--- config.mk ---
export PLATFORM = sky130hd
export DESIGN_NAME = mul_div_unit
export DESIGN_NICKNAME = d
export VERILOG_FILES = /design/src/rtl/mul_div_unit.sv
export SDC_FILE = /design/constraint.sdc
export NUM_CORES = 1
export LEC_CHECK = 0
export CAP_MARGIN = 20
export CORE_ASPECT_RATIO = 1.75
export CORE_UTILIZATION = 50
export CTS_CLUSTER_SIZE = 30
export DETAILED_ROUTE_END_ITERATION = 12
export DONT_BUFFER_PORTS = 1
export SLEW_MARGIN = 20
export SYNTH_ARGS = -nofsm -noshare
export SYNTH_HDL_FRONTEND = slang
export SYNTH_SLANG_ARGS = --single-unit
--- constraint.sdc ---
create_clock -name clk_i -period 3.64 [get_ports clk_i]
set_input_delay 0.182 -clock clk_i [delete_from_list [all_inputs] [get_ports clk_i]]
set_output_delay 0.182 -clock clk_i [all_outputs]
set_load 0.01 [all_outputs]
--- src/rtl/mul_div_unit.sv ---
// mul_div_unit
// Iterative multiply/divide unit for the MIPS EX stage. Executes MULT,
// MULTU, DIV and DIVU into a HI/LO result pair using a shift-add
// multiplier (one multiplier bit per cycle, LSB first) and a restoring
// divider (one quotient bit per cycle, MSB first).
//
// Ports:
//   clk_i          clock, rising edge
//   rst_i          synchronous active-high reset
//   start_i        request an operation (sampled only when idle)
//   op_i           00 MULTU, 01 MULT, 10 DIVU, 11 DIV
//   data0_i        multiplicand / dividend (rs)
//   data1_i        multiplier / divisor (rt)
//   flush_i        abort the operation in flight, block a start when idle
//   busy_o         operation in flight
//   done_o         one-cycle pulse, hi_o/lo_o updated this cycle
//   hi_o           product upper half or remainder
//   lo_o           product lower half or quotient
//   div_by_zero_o  last completed divide had a zero divisor
//
// Latency: start accepted at edge E0, results and done_o at E0+WIDTH+1.

module mul_div_unit #(
  parameter int WIDTH = 32
) (
  input  logic             clk_i,
  input  logic             rst_i,
  input  logic             start_i,
  input  logic [1:0]       op_i,
  input  logic [WIDTH-1:0] data0_i,
  input  logic [WIDTH-1:0] data1_i,
  input  logic             flush_i,
  output logic             busy_o,
  output logic             done_o,
  output logic [WIDTH-1:0] hi_o,
  output logic [WIDTH-1:0] lo_o,
  output logic             div_by_zero_o
);

  localparam int CNT_W = $clog2(WIDTH + 1);

  typedef enum logic [1:0] {
    IDLE,
    RUN,
    FIX
  } state_t;

  state_t             state;
  logic [CNT_W-1:0]   count;

  // Shared datapath register. Multiply: full 2*WIDTH accumulator with the
  // multiplier in the low half being shifted out. Divide: upper half is the
  // partial remainder, lower half holds dividend bits being shifted out
  // while quotient bits are shifted in.
  logic [2*WIDTH-1:0] acc;
  logic [WIDTH-1:0]   opnd;
  logic [WIDTH-1:0]   raw_dividend;
  logic               is_div;
  logic               neg_main;
  logic               neg_rem;
  logic               dbz;

  logic               is_signed;
  logic               sign0;
  logic               sign1;
  logic [WIDTH-1:0]   mag0;
  logic [WIDTH-1:0]   mag1;

  // Operand conditioning at acceptance: signed ops use magnitudes and the
  // signs are reapplied at the end. The magnitude of the most negative
  // value still fits in WIDTH unsigned bits.
  always_comb begin
    is_signed = op_i[0];
    sign0     = is_signed & data0_i[WIDTH-1];
    sign1     = is_signed & data1_i[WIDTH-1];
    mag0      = sign0 ? -data0_i : data0_i;
    mag1      = sign1 ? -data1_i : data1_i;
  end

  logic [WIDTH:0]     mul_sum;
  logic [WIDTH:0]     div_shift;
  logic [WIDTH-1:0]   div_diff;
  logic               div_borrow;
  logic [2*WIDTH-1:0] acc_step;

  // One iteration of either algorithm. For the divider, div_shift is the
  // WIDTH+1 bit partial remainder after shifting in the next dividend bit.
  // A successful subtraction always leaves a value below the divisor, so
  // the stored remainder fits in WIDTH bits.
  always_comb begin
    mul_sum    = {1'b0, acc[2*WIDTH-1:WIDTH]} + (acc[0] ? {1'b0, opnd} : '0);
    div_shift  = {acc[2*WIDTH-1:WIDTH], acc[WIDTH-1]};
    div_borrow = div_shift < {1'b0, opnd};
    div_diff   = div_shift[WIDTH-1:0] - opnd;
    if (is_div) begin
      acc_step = {(div_borrow ? div_shift[WIDTH-1:0] : div_diff),
                  acc[WIDTH-2:0], ~div_borrow};
    end else begin
      acc_step = {mul_sum, acc[WIDTH-1:1]};
    end
  end

  logic [2*WIDTH-1:0] prod_fixed;
  logic [WIDTH-1:0]   quo_fixed;
  logic [WIDTH-1:0]   rem_fixed;

  // Sign restoration. neg_main is the product sign for multiplies and the
  // quotient sign for divides; the remainder follows the dividend sign.
  always_comb begin
    prod_fixed = neg_main ? -acc : acc;
    quo_fixed  = neg_main ? -acc[WIDTH-1:0] : acc[WIDTH-1:0];
    rem_fixed  = neg_rem ? -acc[2*WIDTH-1:WIDTH] : acc[2*WIDTH-1:WIDTH];
  end

  // Control FSM and all registered outputs. Priority is reset, then flush,
  // then start. A flush abandons the operation without touching results.
  always_ff @(posedge clk_i) begin
    if (rst_i) begin
      state         <= IDLE;
      count         <= '0;
      acc           <= '0;
      opnd          <= '0;
      raw_dividend  <= '0;
      is_div        <= 1'b0;
      neg_main      <= 1'b0;
      neg_rem       <= 1'b0;
      dbz           <= 1'b0;
      busy_o        <= 1'b0;
      done_o        <= 1'b0;
      hi_o          <= '0;
      lo_o          <= '0;
      div_by_zero_o <= 1'b0;
    end else begin
      done_o <= 1'b0;
      case (state)
        IDLE: begin
          if (start_i && !flush_i) begin
            is_div       <= op_i[1];
            neg_main     <= sign0 ^ sign1;
            neg_rem      <= sign0;
            dbz          <= op_i[1] && (data1_i == '0);
            raw_dividend <= data0_i;
            if (op_i[1]) begin
              acc  <= {{WIDTH{1'b0}}, mag0};
              opnd <= mag1;
            end else begin
              acc  <= {{WIDTH{1'b0}}, mag1};
              opnd <= mag0;
            end
            count  <= CNT_W'(WIDTH);
            busy_o <= 1'b1;
            state  <= RUN;
          end
        end
        RUN: begin
          if (flush_i) begin
            count  <= '0;
            busy_o <= 1'b0;
            state  <= IDLE;
          end else begin
            acc   <= acc_step;
            count <= count - CNT_W'(1);
            if (count == CNT_W'(1)) begin
              state <= FIX;
            end
          end
        end
        FIX: begin
          busy_o <= 1'b0;
          state  <= IDLE;
          if (!flush_i) begin
            done_o        <= 1'b1;
            div_by_zero_o <= dbz;
            if (is_div) begin
              // A zero divisor reports the dividend exactly as presented.
              if (dbz) begin
                lo_o <= '1;
                hi_o <= raw_dividend;
              end else begin
                lo_o <= quo_fixed;
                hi_o <= rem_fixed;
              end
            end else begin
              lo_o <= prod_fixed[WIDTH-1:0];
              hi_o <= prod_fixed[2*WIDTH-1:WIDTH];
            end
          end
        end
        default: begin
          busy_o <= 1'b0;
          state  <= IDLE;
        end
      endcase
    end
  end

endmodule

---- Yosys cells after proc, flatten, opt, wreduce, memory -nomap -nowiden ----
Index checks and enable logic that the tools add are counted.
word-level totals
  bits in registers ....................... 207
  input bits .............................. 70
  output and inout bits ................... 67
  logic and storage cells ................. 77
cells by class
  add/sub/neg operators ................... 8
  $lt $le $gt $ge ......................... 1
  eq/ne operators ......................... 7
  multiplexer cells ....................... 28
  bitwise logic cells ..................... 6
  reductions and logical operators ........ 13
operators with widths
  operator                                           count
  2-to-1 mux 32 bit                                  12
  2-to-1 mux 64 bit                                  4
  negator 32 bit                                     4
  case mux 64 bit (2 select lines)                   1
  negator 64 bit                                     1
  adder 32 x 32 -> 33 bit                            1
  less-than comparator 33 x 32 -> 1 bit              1
  logical NOT 32 bit                                 1
  subtractor 32 bit                                  1
  2-to-1 mux 6 bit                                   2
  case mux 6 bit (2 select lines)                    1
  AND reduction 2 bit                                5
  == test 6 x 1 -> 1 bit (second input constant)     1
  2-to-1 mux 2 bit                                   3
  inequality test 2 bit (second input constant)      3
  subtractor 6 x 1 -> 6 bit (second input constant)  1
  case mux 2 bit (2 select lines)                    1
  2-to-1 mux 1 bit                                   3
  inequality test 3 bit (second input constant)      1
  inverter 1 bit                                     3
  AND reduction 3 bit                                1
  bitwise AND 1 bit                                  2
  == test 2 x 1 -> 1 bit (second input constant)     1
  == test 2 bit (second input constant)              1
  other kinds (7)                                    8

---- Depth between registers and ports, before layout ----
  depth in word-level cells ............... 5
  mapped depth ............................ 14
  depth with buffers taken out ............ 13

---- Worst setup path after synthesis ----
Ideal clock, no wire load.
  kind .................................... register to register
  start point ............................. reg acc[0]
  end point ............................... reg acc[62]
  library setup time ...................... 0.122 ns
  arrival time ............................ 2.994 ns
  required time ........................... 3.518 ns
  path slack .............................. 0.524 ns
  stages on the path, launching flop included .. 14
  buffers on the path ..................... 1
  clock period less this slack ............ 3.116 ns
  cells stage by stage .................... dfxtp_1 > inv_1 > buf_1 > nor2_1 > ha_1 > o21ai_0 > o21a_1 > o21ai_0 > a31oi_1 > o31ai_1 > a41oi_1 > o31a_1 > mux2i_1 > a221o_1
on the way
  cells in the longest elaborated chain, start to end .. 5
ends and longest elaborated chain
  what                              line  source
  from (decl)                       55    logic [2*WIDTH-1:0] acc;
  from (signal assigned)            144   acc <= {{WIDTH{1'b0}}, mag0};
  from (signal assigned)            147   acc <= {{WIDTH{1'b0}}, mag1};
  from (signal assigned)            161   acc <= acc_step;
  2-to-1 mux 32 bit                 91    mul_sum = {1'b0, acc[2*WIDTH-1:WIDTH]} + (acc[0] ? {1'b0, opnd} : '0);
  adder 32 x 32 -> 33 bit           91
  2-to-1 mux 64 bit                 95    if (is_div) begin
  2-to-1 mux 64 bit                 156   if (flush_i) begin
  case mux 64 bit (2 select lines)  135   case (state)
No other way between the ends. The select of a mux whose other input is x is not followed.
A chain may end at the register's enable or synchronous reset.

---- Worst setup path in the final report ----
  start point ............................. reg acc[0]
  end point ............................... reg acc[60]
Same word-level chain as after synthesis.

==> reports/metrics.sh <==
STATUS='finished, violations left'
VIOLATIONS_IN_THE_FINAL_REPORTS='design-rule violations'
TOTAL_COUNT_OF_MAX_TRANSITION_VIOLATIONS_IN_THE_FINAL_REPORT=0
FILLERINSTANCES=3128
PEAKVDDDROP_mV=0.3759
INITIAL_DETAILED_ROUTING_VIOLATION_COUNT=1011
DRIVE_GT1_SHARE_PCT=8.497
POSTSYNTHNETCOUNT=2359
IOPINCOUNT=137
DIE_AREA_SQ_UM=33400
GP_CONGESTION=0.9672
DRV_CAP=0
NETLIST-CELL-TYPE-COUNT=79
FINAL_WORST_SETUP_SLACK_NS=0.1178
WORSTPATHARRIVAL_NS=3.94
VIASPERCELL=6.345
FLOW.AREA_GROWTH_FROM_SYNTHESIS_PCT=12.23
STATIC-LEAKAGE-POWER_nW=7.006
POST_SYNTH_INSTANCE_AREA_SQ_UM=16320
NNETSFINAL=2362
DETAILED_PLACEMENT_HPWL_UM=47030
GRT_OVERFLOW_TOTAL=0
SETUP_TNS_NS=0
TIMING.FINAL.SETUP_VIOLATIONS=0
CLOCK-ROOT-BUFFER='sky130_fd_sc_hd__clkbuf_16'
MET1_USAGE_PCT=37.79
SYNTH_SEQ_AREA_SHARE_PCT=25.39
DRT.ANTENNA.VIOLATING_NETS=0
SYNTH_FF_TYPE='sky130_fd_sc_hd__dfxtp_1'
DIEHEIGHT_UM=241.0
POWER_PER_CELL_AREA_nW_PER_UM2=349.9
ROUTE.VIAS.TOTAL=16730
TIMING.SLEW.HEADROOM_PCT=39.80
YOSYSWARNINGCOUNT=0
CRIT_PATH_END_KIND='register'
SYNTH-EDFF-COUNT=0
MOST_USED_ROUTING_LAYER_IN_GLOBAL_ROUTING='met2'
MAX_SLEW.WORST_PIN.SLEW_NS=0.8961
POST-PLACE-WS_NS=0.1486
POSTPLACECELLAREA_SQ_UM=16970
GLOBAL_ROUTE_WIRE_LENGTH_BEFORE_REPAIR_UM=95230
MET3_USAGE_GRT_PCT=5.675
NET-SWITCHING-POWER_mW=1.931
GRT_SETUP_UNREPAIRED='false'
GRTUSAGETOTAL_PCT=37.03
FINAL-INSTANCE-COUNT-EXCL-FILL=2637
DETAILEDROUTE.FIRSTPASSITERATIONCOUNT=11
AVGSYNTHCELLAREA_SQ_UM=7.363
PLACED_CELLS=2547
STARTPOINT_TYPE='register'
PERIOD_SHARE_PCT=96.76
CLOCK_SINK_COUNT=207
CTSLONGESTPATHBUFFERS=3
AVGROUTEDWIREPERCELL_UM=23.75
CLOCK_SKEW_NS=0.02085
POST-CTS-SETUP-BUFFERS=0
NUMPORTBUFFERS=0
FIN_TOTAL_PWR_mW=6.411
PORTION_OF_SYNTHESIZED_CELL_AREA_OCCUPIED_BY_THE_LEADING_CELL_TYPE_PCT=25.39
SYNTH_AREA_LEADERS='sky130_fd_sc_hd__dfxtp_1 25%, sky130_fd_sc_hd__nand2_1 6.8%, sky130_fd_sc_hd__nor2_1 5.4%'
TRITONCTS='done'
MAX_FREQ_MHz=283.9
SYNTH_CELLS=2217
CRITICAL_PATH_PEAK_FANOUT=7
SYNTH_MOST_COMMON_CELL='sky130_fd_sc_hd__nand2_1'
PLACEABLECOREAREA_SQ_UM=32220
GLOBAL_ROUTE.USAGE.MET2_PCT=66.90
POWER_REPORT.INTERNAL_TOTAL_mW=4.480
CTS_MAX_LEVEL=1
CLK_TRANSITION_REPORTED_PATHS_NS=0.07
HP-CLASS='in -> reg'
SYNTH_COMMONEST_CELLS='295 x sky130_fd_sc_hd__nand2_1, 234 x sky130_fd_sc_hd__nor2_1, 207 x sky130_fd_sc_hd__dfxtp_1'
FIN_AREA_SQ_UM=18320
STARTING_DENSITY_PCT=50.66
SWITCHING_FRACTION_PCT=30.12
FINAL.MIN_CLOCK_PERIOD_NS=3.522
REQUIRED_TIME_OF_THE_CRITICAL_PATH_NS=4.06
CORE.ROWCOUNT=87
TIMING_HOLD_VIOLATIONS_FINAL=0
DIE_W_UM=138.6
SYNTH_LARGEST_AREA_CELL='sky130_fd_sc_hd__dfxtp_1'
SHARE_COMB_OF_TOTAL_POWER_PCT=20.8
POST-ROUTE-DRC-COUNT=1
YOSYS_REGISTER_BITS=207
POWER.SEQUENTIAL.FRACTION_PCT=38.0
GRT_PASS1_VIAS=16540
CTS_MADE_BUFFERS=22
ANTENNA_FOUND_INITIAL=1
CRITPATHKIND='reg -> reg'
POWER.SHARE.CLOCK_PCT=41.2
INSERTION_DELAY_NS=0.54
GRT_MAX_DEGREE=159
ROUTED_WIRELENGTH_UM=62630
POSTSYNTH.ASYNCRESETSHARE_PCT=0
## critical path: stages, from the launching register on
cell and delay [ns]:
sky130_fd_sc_hd__dfxtp_1 0.34, sky130_fd_sc_hd__inv_1 0.27, sky130_fd_sc_hd__nor2_1 0.08, sky130_fd_sc_hd__ha_1 0.31, sky130_fd_sc_hd__o21ai_0 0.14, sky130_fd_sc_hd__o21ai_0 0.31, sky130_fd_sc_hd__a31oi_1 0.19, sky130_fd_sc_hd__o31ai_1 0.67
sky130_fd_sc_hd__a22oi_1 0.14, sky130_fd_sc_hd__buf_4 0.21, sky130_fd_sc_hd__a311oi_1 0.41, sky130_fd_sc_hd__xor2_1 0.12, sky130_fd_sc_hd__a22oi_1 0.14, sky130_fd_sc_hd__o21ai_0 0.10
## state kept, by name (all words and copies together) (netlist names)
| name | count |
|---|---|
| neg_rem | 1 |
| lo_o | 32 |
| is_div | 1 |
| dbz | 1 |
| acc | 64 |
| opnd | 32 |
| raw_dividend | 32 |
| neg_main | 1 |
| busy_o | 1 |
| hi_o | 32 |
| done_o | 1 |
| div_by_zero_o | 1 |
| state | 2 |
| count | 6 |
## path summary, 6_finish.rpt
path	slack [ns]	end	depth (start not counted)	from
setup / recovery	0.12	acc[60]	13	acc[0]
hold / removal	0.02	opnd[31]	5	data0_i[29]
setup reg to reg	0.12	acc[60]	13	acc[0]
hold reg to reg	0.45	opnd[12]	2	opnd[12]
## cell type report
type,instances,area (sq um),area share (%)
Clock inverter,10,203.9,1.113
Timing Repair Buffer,148,1299,7.089
Multi-Input combinational cell,1773,11290,61.61
Tap cell,400,500.5,2.732
Inverter,68,255.2,1.393
Sequential cell,207,4150,22.65
Clock buffer,30,621.8,3.394
Antenna cell,1,2.502,0.01366
## layer usage
metal	wire length (um)	share of wire, %
met5	0	0
met4	5494	8.8
met3	3451	5.5
met2	30970	49
met1	22720	36
## what timing repair did
item                                    CTS  global route
gates resized for setup                   0             1
endpoints found under the hold margin   158             0
hold buffers                             49             0
endpoints found under the setup margin    0             3
## power groups by stage
stage | clock [mW] | combinational, mW | sequential, mW
after CTS | 2.67 | 1.31 | 2.43
final | 2.64 | 1.33 | 2.44
after global placement | 0 | 1.20 | 2.48
after global routing | 2.76 | 1.43 | 2.45
after detailed placement | 0 | 1.21 | 2.49
after floorplan | 0 | 0.913 | 2.44
## cell families (layout without fill, tap and decap cells)
group                      Yosys count  in the layout  share of synthesized area, %
other                                0              1                             0
xor gates and xnor gates           189            189                         10.14
and+or+nand+nor                    761            761                         21.77
adders and majority gates           72             72                         5.610
muxes                               89             89                         5.526
buffers and inverters              237            256                         5.656
DFF                                207            207                         25.39
AOI/OAI and AO/OA                  662            662                         25.91
## layout by cell type, fill, tap and decap left out, types with 9 or more instances in the layout
master,count
sky130_fd_sc_hd__nand4_1,17
sky130_fd_sc_hd__clkbuf_16,23
sky130_fd_sc_hd__o211ai_1,32
sky130_fd_sc_hd__a21o_1,30
sky130_fd_sc_hd__inv_1,68
sky130_fd_sc_hd__nor2_1,231
sky130_fd_sc_hd__o221ai_1,10
sky130_fd_sc_hd__a22oi_1,13
sky130_fd_sc_hd__o31ai_1,27
sky130_fd_sc_hd__o21a_1,10
sky130_fd_sc_hd__buf_4,96
sky130_fd_sc_hd__or4_1,11
sky130_fd_sc_hd__nand3_1,35
sky130_fd_sc_hd__dlygate4sd3_1,47
sky130_fd_sc_hd__dfxtp_1,204
sky130_fd_sc_hd__nor4_1,16
sky130_fd_sc_hd__or2_2,13
sky130_fd_sc_hd__a31oi_1,29
sky130_fd_sc_hd__ha_1,70
sky130_fd_sc_hd__mux2_2,9
sky130_fd_sc_hd__mux2i_1,80
sky130_fd_sc_hd__nand2_1,295
sky130_fd_sc_hd__o21ai_0,148
sky130_fd_sc_hd__nand2b_1,17
sky130_fd_sc_hd__o21ai_1,9
sky130_fd_sc_hd__o22ai_1,18
sky130_fd_sc_hd__a21oi_1,172
sky130_fd_sc_hd__a311oi_1,13
sky130_fd_sc_hd__o41ai_1,15
sky130_fd_sc_hd__nor3_1,45
sky130_fd_sc_hd__xor2_1,96
sky130_fd_sc_hd__nor2b_1,9
sky130_fd_sc_hd__or3_1,15
sky130_fd_sc_hd__a211oi_1,66
sky130_fd_sc_hd__a22o_1,9
sky130_fd_sc_hd__xnor2_1,93
## metrics by stage
step                hold WS (ns)  utilization, %
finish                   0.01933           56.86
global placement          0.2619           52.66
CTS                     0.002725           56.83
floorplan                 0.2600               -
detailed placement        0.2638           52.66
global route             0.04085           56.86
(Power assumes the default switching activity.)
